==> src/rtl/key_entry_buffer.sv <==
// Keypad entry stage: sync, debounce, one-hot encode, digit buffer.
// Ports: clk, rst | key_in, clear | key_valid, key_err, ovf, key_idx, code_out, count, full
module key_entry_buffer #(
  parameter int NUM_KEYS = 10,
  parameter int IDX_W = 4,
  parameter int DIGITS = 4,
  parameter int DEBOUNCE = 16,
  parameter logic [IDX_W-1:0] ERR_CODE = 4'hA
) (
  input  logic                      clk,
  input  logic                      rst,
  input  logic [NUM_KEYS-1:0]       key_in,
  input  logic                      clear,
  output logic                      key_valid,
  output logic                      key_err,
  output logic                      ovf,
  output logic [IDX_W-1:0]          key_idx,
  output logic [DIGITS*IDX_W-1:0]   code_out,
  output logic [$clog2(DIGITS+1)-1:0] count,
  output logic                      full
);

  localparam int CNT_W = $clog2(DEBOUNCE);
  localparam int CW = $clog2(DIGITS+1);
  localparam logic [CNT_W-1:0] DB_LAST =
    CNT_W'(DEBOUNCE - 1);
  localparam logic [CW-1:0] CNT_MAX =
    CW'(DIGITS);

  typedef enum logic [1:0] {
    IDLE,
    SETTLE,
    HELD
  } state_t;

  state_t state;

  logic [NUM_KEYS-1:0] sync_q;
  logic [NUM_KEYS-1:0] ks;
  logic [NUM_KEYS-1:0] samp;
  logic [CNT_W-1:0]    cnt;
  logic [CNT_W-1:0]    rcnt;

  logic                one_hot;
  logic [IDX_W-1:0]    idx;
  logic [DIGITS*IDX_W-1:0] code_push;

  // samp & (samp-1) clears the lowest set bit; zero result
  // on a nonzero samp means exactly one key is down.
  assign one_hot = (|samp) &&
    ~|(samp & (samp - NUM_KEYS'(1)));

  always_comb begin
    idx = '0;
    for (int i = 0; i < NUM_KEYS; i++) begin
      if (samp[i]) idx = IDX_W'(i);
    end
  end

  generate
    if (DIGITS == 1) begin : g_one
      assign code_push = idx;
    end else begin : g_shift
      assign code_push = {
        code_out[(DIGITS-1)*IDX_W-1:0], idx
      };
    end
  endgenerate

  assign full = (count == CNT_MAX);

  always_ff @(posedge clk) begin
    if (rst) begin
      sync_q    <= '0;
      ks        <= '0;
      samp      <= '0;
      cnt       <= '0;
      rcnt      <= '0;
      state     <= IDLE;
      key_valid <= 1'b0;
      key_err   <= 1'b0;
      ovf       <= 1'b0;
      key_idx   <= '0;
      code_out  <= '0;
      count     <= '0;
    end else begin
      sync_q    <= key_in;
      ks        <= sync_q;
      key_valid <= 1'b0;
      key_err   <= 1'b0;
      ovf       <= 1'b0;

      // clear wins over a same-edge push: the push below
      // is suppressed when clear is high.
      if (clear) begin
        code_out <= '0;
        count    <= '0;
      end

      case (state)
        IDLE: begin
          if (|ks) begin
            samp  <= ks;
            cnt   <= '0;
            state <= SETTLE;
          end
        end

        SETTLE: begin
          if (ks == '0) begin
            state <= IDLE;
          end else if (ks != samp) begin
            samp <= ks;
            cnt  <= '0;
          end else if (cnt == DB_LAST) begin
            state <= HELD;
            rcnt  <= '0;
            if (one_hot) begin
              key_valid <= 1'b1;
              key_idx   <= idx;
              if (!clear) begin
                if (count < CNT_MAX) begin
                  code_out <= code_push;
                  count    <= count + 1'b1;
                end else begin
                  ovf <= 1'b1;
                end
              end
            end else begin
              key_err <= 1'b1;
              key_idx <= ERR_CODE;
            end
          end else begin
            cnt <= cnt + 1'b1;
          end
        end

        HELD: begin
          // Any activity restarts the release window;
          // new or changed keys are otherwise ignored.
          if (|ks) begin
            rcnt <= '0;
          end else if (rcnt == DB_LAST) begin
            state <= IDLE;
          end else begin
            rcnt <= rcnt + 1'b1;
          end
        end

        default: state <= IDLE;
      endcase
    end
  end

endmodule

==> config.mk <==
export PLATFORM = sky130hd
export DESIGN_NAME = key_entry_buffer
export DESIGN_NICKNAME = d
export VERILOG_FILES = /design/src/rtl/key_entry_buffer.sv
export SDC_FILE = /design/constraint.sdc
export NUM_CORES = 1
export LEC_CHECK = 0
export ABC_CLOCK_PERIOD_IN_PS = 2800
export BUFFER_PORTS_ARGS = -buffer_cell sky130_fd_sc_hd__buf_2
export CELL_PAD_IN_SITES_DETAIL_PLACEMENT = 2
export CELL_PAD_IN_SITES_GLOBAL_PLACEMENT = 2
export CORE_AREA = 2 2 92 94
export DETAILED_ROUTE_END_ITERATION = 10
export DIE_AREA = 0 0 94 96
export HOLD_SLACK_MARGIN = 0.02
export PLACE_DENSITY = 0.74
export SYNTH_ARGS = -nofsm -noshare
export SYNTH_HDL_FRONTEND = slang
export SYNTH_SLANG_ARGS = --single-unit
export TNS_END_PERCENT = 30
==> constraint.sdc <==
create_clock -name clk -period 2.8 [get_ports clk]
set_input_delay 0.56 -clock clk [delete_from_list [all_inputs] [get_ports clk]]
set_output_delay 0.56 -clock clk [all_outputs]
set_load 0.05 [all_outputs]
==> results.ini <==
[run_status]
status=finished, final reports clean

[timing]
finalClockSkew_ns=0.00922
grt_setup_unrepaired=false
fin_crit_ns=2.36
slew_violations=0
min_period_over_period_pct=84.3
worst_slew_pin_slew_ns=0.578
setup_viol=0
setup_ws_ns=0.439
tns_ns=0
holdWs_ns=0.422
relSlewSlack_pct=61.1
finalHoldViolations=0
fmaxAchievable_ghz=0.423

[clock_network]
cts-resized-gates=0
path_clk_slew_ns=0.08
htree_levels=3
tritoncts=yes
clock-root-buffer=clkbuf_8
clock-sinks=66
cts_setup_buffers=0
numCtsBuffers=9
clk-insertion-delay-late_ns=0.34
clockBufferDepth=2
cts_hold_buf=0

[routing]
vias=2169
drtIter0Drc=33
vias_per_cell=4.96
routed_wl_microns=6510
firstDrtPassIters=4
wl_per_cell_microns=14.9
drcViolationCount=0
antenna_left=0

[finish]
fin_util_pct=40.3
antenna_cells=0
syn_to_final_growth_pct=18.1
seq_area_sq_um=1320
fin_nets=344
final_area_sq_um=3250
fill_cells=903
final_cell_mix=66 x dfxtp_1, 39 x buf_2, 36 x nor2_1, 20 x mux2i_1, 20 x nor2b_1
multi_input_area_sq_um=1290
stdcell_count=437
final_common_cell=dfxtp_1
final_layout_size_suffix_gt1_share_pct=22.0

[synthesis]
async_flop_share_pct=0
synth_adder_area_share_pct=2.19
yosysWarnings=0
synth_top_area_share_pct=48.1
synth_seq_cells=66
synth_nets=305
syn_inst=288
synth-xor-area-share_pct=4.10
yosysSeqAreaShare_pct=48.1
synth_edf_count=0
synth_area_sq_um=2750
synth_area_per_cell_sq_um=9.54
yosys.area.top_type=dfxtp_1
yosys.area_share.simple_pct=21.6
synth_ff_type=dfxtp_1
synth_top_family_by_area=simple AND/OR/NAND/NOR gates
synth_mux_area_share_pct=7.29
yosysUniqueCellTypes=48
synth.area.top_cells=dfxtp_1 48%, mux2i_1 7.3%, nor2_1 4.9%
synth_compound_area_share_pct=11.6

[job]
max_cap_violations=0

[critical_path]
setup.worst_path.end_class=register
criticalPathCategory=register to register
crit_end=key_idx[1]$_SDFFE_PP0P_
critical_path_depth=7
rr_endpoint=key_idx[1]$_SDFFE_PP0P_
path_buf_inv=0
slowest_delay_ns=0.46
reg2reg_depth=7
worstSetupStartpointType=register
crit_arrival_ns=2.60
crit_chain=ha_1 > nand3_1 > nand3b_1 > or3_1 > nor3_1 > nand2_1 > o221a_2
crit_fanout=6
r2r_setup_slack_ns=0.44
crit_family=simple AND/OR/NAND/NOR gates
cp.required_ns=3.04
crit_slowest_cell=nor3_1
r2r_start=cnt[0]$_SDFFE_PP0P_
crit_start=cnt[0]$_SDFFE_PP0P_

[floorplanning]
io_pins=40
rows=33
die_w_microns=94
coreArea_sq_um=8050
die_h_microns=96
dieArea_sq_um=9020
initial_core_util_pct=34.1

[power_and_ir_drop]
peakVddDrop_mv=0.234
p_total_mw=2.04
cellLeakagePower_nw=1.26
p_per_area_nw_per_um2=629

[global_routing]
grt_max_degree=30
first_global_vias=2197
grt_util_all_layers_pct=15.6
gr-total-overflow=0
grt_antenna_before_repair=0
grt_first_pass_wirelength_microns=10800

[hold_path]
min_path_type=input port to register

[place]
hpwlAfterDp_microns=4840
dpl_worst_slack_ns=0.466
place_inst=421
port_buffers=39
place_area_sq_um=3020
gp_congestion=0.736

==> kinds of logic after synthesis <==
| group | Yosys count |
|---|---|
| AND/OR/NAND/NOR | 112 |
| flip-flops | 66 |
| AO/OA/AOI/OAI | 49 |
| buffers and inverters | 24 |
| multiplexers | 20 |
| XOR/XNOR | 12 |
| adder cells (fa/ha/maj) | 5 |
==> cell type report <==
class	count	area share, %
clock inverters	6	2.78
multi-input cells	198	39.6
clock buffers	10	4.24
repair buffers	45	7.79
well taps	105	4.05
flip-flops and latches	66	40.7
inverters	7	0.810
==> synthesized netlist by cell type, types with 4 or more instances <==
library cell	instances
a21oi_1	17
buf_6	4
clkbuf_1	8
dfxtp_1	66
ha_1	4
inv_1	6
mux2i_1	20
nand2_1	14
nand3_1	9
nor2_1	36
nor2b_1	20
nor3_1	8
o21ai_0	11
xnor2_1	10
==> metal layers <==
metal	wire length [microns]	global-route usage, %
met5	0	0
met4	113	8.21
met3	220	3.84
met2	3110	25.8
met1	3070	18.9
==> registers in the layout (all words and copies together) (netlist names) <==
name,cells
count,3
ks,10
key_idx,4
rcnt,4
samp,10
ovf,1
key_err,1
code_out,16
state,2
sync_q,10
key_valid,1
cnt,4
==> where the power goes <==
| part | internal, mW | switching [mW] |
|---|---|---|
| clock | 0.527 | 0.382 |
| combinational | 0.0623 | 0.0906 |
| sequential | 0.959 | 0.0212 |
| total | 1.55 | 0.494 |
==> worst min path at each step <==
stage,startpoint,endpoint,slack (ns),cells after the start
floorplan,sync_q[0]$_SDFF_PP0_,ks[0]$_SDFF_PP0_,0.41,1
CTS,key_in[1],sync_q[1]$_SDFF_PP0_,0.40,2
global placement,sync_q[5]$_SDFF_PP0_,ks[5]$_SDFF_PP0_,0.42,1
global route,key_in[1],sync_q[1]$_SDFF_PP0_,0.42,2
detailed placement,sync_q[6]$_SDFF_PP0_,ks[6]$_SDFF_PP0_,0.43,1
finish,key_in[1],sync_q[1]$_SDFF_PP0_,0.42,2
Power figures use the tool's default switching activity.
